File: src/rtl/fib_pkg.sv
// Shared types and constants for the Fibonacci term sequencer.
package fib_pkg;

  localparam int DEF_WIDTH   = 8;
  localparam int DEF_COUNT_W = 8;

  // Datapath seed: b is the term on display, a is the next one.
  localparam int A_INIT = 1;
  localparam int B_INIT = 0;

  typedef enum logic [1:0] {
    IDLE = 2'd0,
    EMIT = 2'd1,
    DONE = 2'd2
  } state_t;

endpackage

File: src/rtl/fib_sequencer_if.sv
// Start request and term stream handshakes of the Fibonacci sequencer.
interface fib_sequencer_if
  import fib_pkg::*;
#(
  parameter int WIDTH   = DEF_WIDTH,
  parameter int COUNT_W = DEF_COUNT_W
);

  logic               start_valid;
  logic               start_ready;
  logic [COUNT_W-1:0] start_count;
  logic               out_valid;
  logic               out_ready;
  logic [WIDTH-1:0]   out_data;
  logic               out_last;

  // The sequencer is the slave of the start request and the source of terms.
  modport slave (
    input  start_valid, start_count, out_ready,
    output start_ready, out_valid, out_data, out_last
  );

  modport master (
    output start_valid, start_count, out_ready,
    input  start_ready, out_valid, out_data, out_last
  );

endinterface

File: src/rtl/fib_datapath.sv
// Add/shift register pair producing consecutive Fibonacci terms with sticky carry.
module fib_datapath
  import fib_pkg::*;
#(
  parameter int WIDTH = DEF_WIDTH
) (
  input  logic             clock,
  input  logic             reset,
  input  logic             load,
  input  logic             step,
  output logic [WIDTH-1:0] a,
  output logic [WIDTH-1:0] b,
  output logic             a_ovf
);

  logic [WIDTH:0] sum;

  assign sum = {1'b0, a} + {1'b0, b};

  // NOTE: state registers use non-blocking assignments so b picks up the old a.
  always_ff @(posedge clock or posedge reset) begin
    if (reset) begin
      a     <= WIDTH'(A_INIT);
      b     <= WIDTH'(B_INIT);
      a_ovf <= 1'b0;
    end else if (load) begin
      a     <= WIDTH'(A_INIT);
      b     <= WIDTH'(B_INIT);
      a_ovf <= 1'b0;
    end else if (step) begin
      a     <= sum[WIDTH-1:0];
      b     <= a;
      a_ovf <= a_ovf | sum[WIDTH];
    end
  end

endmodule

File: src/rtl/fib_sequencer.sv
// Streams a requested number of Fibonacci terms with backpressure, stopping on overflow or abort.
module fib_sequencer
  import fib_pkg::*;
#(
  parameter int WIDTH   = DEF_WIDTH,
  parameter int COUNT_W = DEF_COUNT_W
) (
  input  logic          clock,
  input  logic          reset,
  fib_sequencer_if.slave bus,
  input  logic          abort,
  output logic          busy,
  output logic          done,
  output logic          overflow
);

  state_t             state;
  logic [COUNT_W-1:0] remaining;
  logic [WIDTH-1:0]   b;
  logic               a_ovf;
  logic               load;
  logic               fire;
  logic               last;

  assign load = (state == IDLE) && bus.start_valid;
  assign fire = (state == EMIT) && bus.out_ready;
  // A pending carry means the next term would be wrong, so the current one is final.
  assign last = (remaining == COUNT_W'(1)) || a_ovf;

  fib_datapath #(.WIDTH(WIDTH)) u_datapath (
    .clock (clock),
    .reset (reset),
    .load  (load),
    .step  (fire),
    .a     (),
    .b     (b),
    .a_ovf (a_ovf)
  );

  // NOTE: reset is asynchronous so out_valid drops the instant reset rises.
  always_ff @(posedge clock or posedge reset) begin
    if (reset) begin
      state     <= IDLE;
      remaining <= '0;
      overflow  <= 1'b0;
    end else begin
      case (state)
        IDLE: begin
          if (bus.start_valid) begin
            remaining <= bus.start_count;
            overflow  <= 1'b0;
            state     <= (bus.start_count == '0) ? DONE : EMIT;
          end
        end
        EMIT: begin
          if (fire) begin
            remaining <= remaining - COUNT_W'(1);
            if (last) begin
              state <= DONE;
              if (a_ovf && (remaining > COUNT_W'(1))) overflow <= 1'b1;
            end
          end
          if (abort) state <= DONE;
        end
        DONE:    state <= IDLE;
        default: state <= IDLE;
      endcase
    end
  end

  assign bus.start_ready = (state == IDLE);
  assign bus.out_valid   = (state == EMIT);
  assign bus.out_data    = b;
  assign bus.out_last    = (state == EMIT) && last;
  assign busy            = (state != IDLE);
  assign done            = (state == DONE);

endmodule

File: src/flat_wrapper.sv
// flat-port wrapper written by rule: the top's interface ports become plain ports
module fib_sequencer_flat import fib_pkg::*;
#(
  parameter int WIDTH   = DEF_WIDTH,
  parameter int COUNT_W = DEF_COUNT_W
)
  (clock, reset, abort, busy, done, overflow, bus_start_valid, bus_start_count, bus_out_ready, bus_start_ready, bus_out_valid, bus_out_data, bus_out_last);
  fib_sequencer_if #(.WIDTH(WIDTH), .COUNT_W(COUNT_W)) bus_i ();
  input  logic clock;
  input  logic reset;
  input  logic abort;
  output logic busy;
  output logic done;
  output logic overflow;
  input wire logic [$bits(bus_i.start_valid)-1:0] bus_start_valid;
  input wire logic [$bits(bus_i.start_count)-1:0] bus_start_count;
  input wire logic [$bits(bus_i.out_ready)-1:0] bus_out_ready;
  output wire logic [$bits(bus_i.start_ready)-1:0] bus_start_ready;
  output wire logic [$bits(bus_i.out_valid)-1:0] bus_out_valid;
  output wire logic [$bits(bus_i.out_data)-1:0] bus_out_data;
  output wire logic [$bits(bus_i.out_last)-1:0] bus_out_last;
  assign bus_i.start_valid = bus_start_valid;
  assign bus_i.start_count = bus_start_count;
  assign bus_i.out_ready = bus_out_ready;
  assign bus_start_ready = bus_i.start_ready;
  assign bus_out_valid = bus_i.out_valid;
  assign bus_out_data = bus_i.out_data;
  assign bus_out_last = bus_i.out_last;
  fib_sequencer #(.WIDTH(WIDTH), .COUNT_W(COUNT_W)) u_core (.clock(clock), .reset(reset), .bus(bus_i), .abort(abort), .busy(busy), .done(done), .overflow(overflow));
endmodule
File: config.mk
export PLATFORM = sky130hd
export DESIGN_NAME = fib_sequencer_flat
export DESIGN_NICKNAME = d
export VERILOG_FILES = /design/src/rtl/fib_pkg.sv /design/src/rtl/fib_sequencer_if.sv /design/src/rtl/fib_datapath.sv /design/src/rtl/fib_sequencer.sv /design/src/flat_wrapper.sv
export SDC_FILE = /design/constraint.sdc
export NUM_CORES = 1
export LEC_CHECK = 0
export CORE_MARGIN = 2
export CORE_UTILIZATION = 35
export CTS_BUF_LIST = sky130_fd_sc_hd__clkbuf_8
export DETAILED_ROUTE_END_ITERATION = 7
export GPL_TIMING_DRIVEN = 1
export PLACE_DENSITY = 0.57
export SETUP_SLACK_MARGIN = 0.05
export SYNTH_ARGS = -nofsm -noshare
export SYNTH_HDL_FRONTEND = slang
export SYNTH_SLANG_ARGS = --single-unit
File: constraint.sdc
create_clock -name clock -period 4.9 [get_ports clock]
set_input_delay 0.98 -clock clock [delete_from_list [all_inputs] [get_ports clock]]
set_output_delay 0.98 -clock clock [all_outputs]
set_load 0.05 [all_outputs]
==> impl_metrics.py, run 1 <==
metrics = {
    "cts": {
        "clkLatencyLatePin_ns": 0.28,
        "cts_max_level": 1,
        "clock_sinks": 28,
        "root_buffer": "clkbuf_8",
        "cts.clk_slew.worst_paths_ns": 0.11,
        "clockBufferDepth": 2,
        "post_cts_buffers": 0,
        "cts_resized": 0,
        "cts_hold_buf": 0,
        "cts_buffers": 3,
        "cts_tree": "built",
    },
    "detailed_routing": {
        "num_vias": 1450,
        "avgViaCountPerCell": 5.35,
        "post_drt_wl_per_cell_um": 13.9,
        "firstDrtPassIters": 4,
        "routed_wl_um": 3780,
        "ant_nets": 0,
        "drc": 0,
        "drt_iter0_markers": 72,
    },
    "sta": {
        "maxSlewViolCount": 0,
        "finalClockSkew_ns": 0.0137,
        "setup_viol": 0,
        "tns_ns": 0,
        "fin_crit_ns": 3.31,
        "fmax_ghz": 0.302,
        "post-route-period-util_pct": 67.5,
        "rsz0062_at_grt": "no",
        "hold_viol_final": 0,
        "worst_slew_pin_slew_ns": 1.15,
        "hold_slack_ns": 0.505,
        "slew_headroom_pct": 23.1,
    },
    "synth": {
        "synth_area_per_cell_um2": 8.51,
        "synth_top_area_cell": "dfrtp_1",
        "ys_seq_area_share_pct": 42.5,
        "synth.area.top_cells": "dfrtp_1 41%, ha_1 7.6%, nand2_1 6.6%, a21oi_1 6.4%, o21ai_0 6.1%",
        "syn_nets": 218,
        "synth_seq_cells": 28,
        "synth_area_um2": 1650,
        "syn_inst": 194,
        "yosysWarnings": 0,
        "yosysUniqueCellTypes": 36,
        "synth_top_area_share_pct": 40.9,
    },
    "finish": {
        "n_fill_cell": 433,
        "layout.nets": 244,
        "syn2layout_area_growth_pct": 22.8,
        "multiInputGateArea_um2": 881,
        "layout_common_cells": "29 x nand2_1, 27 x dfrtp_1, 26 x clkdlybuf4s50_1",
        "final_common_cell": "nand2_1",
        "layout-drive-gt1-share_pct": 4.57,
        "register_area_um2": 702,
        "antennaDiodeCount": 0,
    },
    "pwr": {
        "p_leak_nw": 0.866,
        "power.density_nw_per_um2": 484,
        "power.ir.vdd_worst_uv": 241,
        "report.power.total_w": 0.000981,
    },
    "worst_hold_path": {
        "whs_endpoint": "u_core.u_datapath.a[0]",
        "hp-class": "reg -> reg",
        "holdPathStages": 2,
        "min_from": "u_core.u_datapath.a[0]",
    },
    "die": {
        "pin_count": 27,
        "start_util_pct": 37.2,
        "die_x_um": 72.7,
        "rows": 24,
        "die_area_um2": 5280,
        "dieHeight_um": 72.7,
        "core_area_um2": 4440,
    },
    "placement": {
        "gp_congestion": 0.774,
        "dp_hpwl_um": 2710,
        "io_buffers": 26,
    },
    "worst_setup_path": {
        "ff2ff_setup_slack_ns": 2.73,
        "path_max_fanout": 21,
        "critPathCaptureType": "output pin",
        "cp-startpoint": "u_core.state[1]",
        "r2r_end": "u_core.u_datapath.a[2]",
        "reg2regPathDepth": 6,
        "critPathLaunchType": "register",
        "cp.required_ns": 3.92,
        "arrival_ns": 2.33,
        "critPathKind": "reg -> out",
        "worstReg2RegStart": "u_core.state[1]",
    },
    "grt": {
        "grtUsageTotal_pct": 15.4,
        "grt_start_max_net_pins": 29,
        "antenna_found_initial": 0,
        "overflow": 0,
        "grt_pass1_wl_um": 6490,
        "grt_pass1_vias": 1386,
    },
    "run": {
        "cap_violations": 0,
    },
    "run_status": {
        "status": "finished, final reports clean",
    },
}
-- per-stage QoR --
step                setup WS, ns  cell area, um2  util [%]  instances
detailed placement          1.78            1960      44.0        267
floorplan                   2.32            1650         -        194
global placement            1.81            1960      44.0        267
CTS                         1.58            2030      45.6        271
finish                      1.59            2030      45.6        271
global route                1.43            2030      45.6        271
-- critical path: stages, from the launching register on --
cell and delay, ns:
dfrtp_1 0.44, nand2b_1 0.48, inv_1 0.29, clkdlybuf4s50_1 0.84
-- per-layer routing --
metal / track usage, % / up-vias / part of all wire (%)
met1: 22.2 / 675 / 49
met3: 3.04 / 2 / 4.6
li1: - / 736 / -
met4: 3.09 / 0 / 0.79
met2: 24.1 / 37 / 46
met5: 0 / - / 0
-- report_power, final --
| group | internal, W | switching (W) |
|---|---|---|
| Clock | 0.000109 | 0.0000743 |
| Combinational | 0.000154 | 0.000294 |
| Sequential | 0.000287 | 0.0000633 |
| Total | 0.000550 | 0.000431 |
-- sequential cells by signal (all words and copies together), names as in the netlist --
signal	count
u_core.remaining	8
u_core.u_datapath.b	8
u_core.u_datapath.a	8
u_core.u_datapath.a_ovf	1
u_core.overflow	1
u_core.state	2
-- cells in the mapped netlist --
| master | count |
|---|---|
| nand2_1 | 29 |
| dfrtp_1 | 27 |
| nor2_1 | 23 |
| a21oi_1 | 21 |
| o21ai_0 | 20 |
| ha_1 | 10 |
| inv_1 | 9 |
| nor4_1 | 5 |
| clkbuf_1 | 4 |
| nor3_1 | 4 |
| a211oi_1 | 3 |
| a22oi_1 | 3 |
| nand3_1 | 3 |
| nor2b_1 | 3 |
| o211ai_1 | 3 |
| a32o_1 | 2 |
| nand2b_1 | 2 |
| o21a_1 | 2 |
| o31a_1 | 2 |
| o31ai_1 | 2 |
| xor2_1 | 2 |
| a21o_1 | 1 |
| a31oi_1 | 1 |
| and2b_2 | 1 |
| and3b_2 | 1 |
| buf_2 | 1 |
| buf_4 | 1 |
| clkbuf_4 | 1 |
| dfstp_2 | 1 |
| fa_1 | 1 |
| nand3b_1 | 1 |
| nor2b_4 | 1 |
| nor3b_1 | 1 |
| o22a_1 | 1 |
| o32ai_1 | 1 |
| or3_1 | 1 |
-- final cells by class --
type | count | share of cell area [%]
well taps | 52 | 3.21
repair buffers | 28 | 13.6
flip-flops and latches | 28 | 34.6
inverters | 9 | 1.67
multi-input cells | 150 | 43.4
clock inverters | 1 | 1.48
clock buffers | 3 | 2.04
-- kinds of logic (layout without fill, tap and decap cells) --
group / Yosys count / after routing / synth area share [%]
and+or+nand+nor: 75 / 75 / 21.0
AOI/OAI and AO/OA: 62 / 62 / 22.5
buffers and inverters: 16 / 41 / 4.17
adders and majority gates: 11 / 11 / 8.79
xor gates and xnor gates: 2 / 2 / 1.06
DFF: 28 / 28 / 42.5
-- worst max-delay path by stage --
stage                     endpoint  slack, ns  cells past startpoint
2_1_floorplan                 busy       2.32                      2
3_3_place_gp   u_core.remaining[0]       1.81                      7
3_5_place_dp   u_core.remaining[1]       1.78                      4
4_1_cts              bus_out_valid       1.58                      3
5_1_grt              bus_out_valid       1.43                      3
6_report             bus_out_valid       1.59                      3
No activity file was read; power rests on OpenSTA's default activity.
==> run 2, diff against run 1 <==
clock period = 3.09 ns   (was 4.9 ns; I/O delays follow)
==> run 2 against run 1 <==
  * Worst setup slack got worse by 1.3 ns
  * Largest cell class unchanged
  * Register-to-register slack got worse by 1.8 ns
  * Total power increased by 61%
  * Die area unchanged
  * First-iteration DRC count increased by 28%
  * Critical path depth increased by 1
  * Final area increased by 1.1%
  * Non-clock buffer count increased by 3
  * Final cell count increased by 1.1%
==> impl_metrics.py, run 2 (synthesis results as in run 1) <==
metrics = {
    "run_status": {
        "status": "finished, final reports clean",
    },
    "die": {
        "pin_count": 27,
        "die_area_um2": 5280,
        "core_area_um2": 4440,
        "die_x_um": 72.7,
        "dieHeight_um": 72.7,
        "start_util_pct": 37.2,
        "rows": 24,
    },
    "finish": {
        "multiInputGateArea_um2": 881,
        "antennaDiodeCount": 0,
        "final_common_cell": "nand2_1",
        "register_area_um2": 702,
        "syn2layout_area_growth_pct": 24.2,
        "layout-drive-gt1-share_pct": 5.86,
        "reg_top3": "u_core.remaining: 8 flops, u_core.u_datapath.a: 8 flops, u_core.u_datapath.b: 8 flops",
        "layout.nets": 247,
        "layout_common_cells": "29 x nand2_1, 27 x dfrtp_1, 26 x clkdlybuf4s50_1",
        "n_fill_cell": 466,
    },
    "detailed_routing": {
        "drc": 0,
        "drt_iter0_markers": 92,
        "firstDrtPassIters": 4,
        "num_vias": 1418,
        "avgViaCountPerCell": 5.18,
        "ant_nets": 0,
        "routed_wl_um": 3720,
        "post_drt_wl_per_cell_um": 13.6,
    },
    "worst_setup_path": {
        "cp.required_ns": 2.47,
        "critPathKind": "reg -> out",
        "r2r_end": "u_core.u_datapath.a[6]",
        "ff2ff_setup_slack_ns": 0.94,
        "critPathLaunchType": "register",
        "arrival_ns": 2.22,
        "reg2regPathDepth": 8,
        "critPathCapture": "bus_out_last",
        "path_max_fanout": 6,
        "worstReg2RegStart": "u_core.u_datapath.b[0]",
        "critPathCaptureType": "output pin",
        "cp-startpoint": "u_core.remaining[5]",
    },
    "grt": {
        "grt_start_max_net_pins": 29,
        "grt_pass1_vias": 1364,
        "grt_pass1_wl_um": 6400,
        "grtUsageTotal_pct": 15.4,
        "antenna_found_initial": 0,
        "overflow": 0,
    },
    "pwr": {
        "report.power.total_w": 0.00158,
        "swShare_pct": 43.3,
        "p_clk_share_pct": 18.2,
        "power.density_nw_per_um2": 772,
        "p_int_w": 0.000898,
        "p_leak_nw": 0.879,
        "seqPwrFrac_pct": 34.4,
        "p_comb_share_pct": 47.3,
        "power.switching_w": 0.000685,
        "power.ir.vdd_worst_uv": 275,
    },
    "sta": {
        "tns_ns": 0,
        "hold_viol_final": 0,
        "finalClockSkew_ns": 0.00625,
        "post-route-period-util_pct": 91.8,
        "worst_slew_pin_slew_ns": 0.556,
        "fmax_ghz": 0.353,
        "rsz0062_at_grt": "no",
        "maxSlewViolCount": 0,
        "slew_headroom_pct": 62.8,
        "fin_crit_ns": 2.84,
        "setup_viol": 0,
    },
    "cts": {
        "cts_hold_buf": 0,
        "root_buffer": "clkbuf_8",
        "cts_max_level": 1,
        "clock_sinks": 28,
        "cts_resized": 0,
        "clkLatencyLatePin_ns": 0.27,
        "cts_tree": "built",
        "cts_buffers": 3,
        "cts.clk_slew.worst_paths_ns": 0.10,
        "clockBufferDepth": 2,
        "post_cts_buffers": 0,
    },
    "placement": {
        "gp_congestion": 0.797,
        "dp_hpwl_um": 2680,
        "io_buffers": 26,
    },
    "run": {
        "cap_violations": 0,
    },
    "worst_hold_path": {
        "holdPathStages": 2,
        "hp-class": "reg -> reg",
    },
}
run 2: cell types whose count changed in the layout (fill, tap and decap cells not counted):
cell	change
buf_4	+3
run 2: how the worst min path moves through the flow:
| stage | slack, ns | to | from |
|---|---|---|---|
| 3_5_place_dp | 0.50 | u_core.u_datapath.a[0] | u_core.u_datapath.a[0] |
| 4_1_cts | 0.51 | u_core.u_datapath.a[0] | u_core.u_datapath.a[0] |
| 3_3_place_gp | 0.48 | u_core.overflow | u_core.overflow |
| 5_1_grt | 0.53 | u_core.u_datapath.a[0] | u_core.u_datapath.a[0] |
| 2_1_floorplan | 0.46 | u_core.state[1] | u_core.state[1] |
| 6_report | 0.50 | u_core.u_datapath.a[0] | u_core.u_datapath.a[0] |
run 2: power by group through the flow:
stage	clock, W	sequential [W]	combinational (W)
floorplan	0	0.000556	0.000527
global placement	0	0.000551	0.000756
detailed placement	0	0.000552	0.000756
CTS	0.000301	0.000544	0.000760
global route	0.000316	0.000564	0.000840
finish	0.000289	0.000545	0.000750
run 2: area by class of cell:
type	count	area share [%]
inverter	9	1.65
timing repair buffer	31	14.5
clock buffer	3	2.01
sequential	28	34.2
clock inverter	1	1.46
multi-input combinational	150	43.0
tap	52	3.17
run 2: routing by layer:
| layer | wire (um) | track usage (%) |
|---|---|---|
| met1 | 1930 | 23.2 |
| met2 | 1650 | 22.5 |
| met3 | 113 | 2.35 |
| met4 | 29 | 4.94 |
| met5 | 0 | 0 |
run 2: stage by stage:
step           hold slack, ns  util, %  cell area, um2  instances  setup WS, ns
4_1_cts                 0.511     46.1            2050        274         0.263
6_report                0.504     46.1            2050        274         0.253
5_1_grt                 0.532     46.1            2050        274         0.156
3_3_place_gp            0.480     44.5            1980        270         0.607
3_5_place_dp            0.495     44.5            1980        270         0.586
2_1_floorplan           0.464        -            1650        194         0.830
run 2: critical path, cell delays in order, from the launching register on:
cell	delay, ns
dfrtp_1	0.45
nor4_1	0.42
a31oi_1	0.17
nor2_1	0.10
clkdlybuf4s50_1	0.80
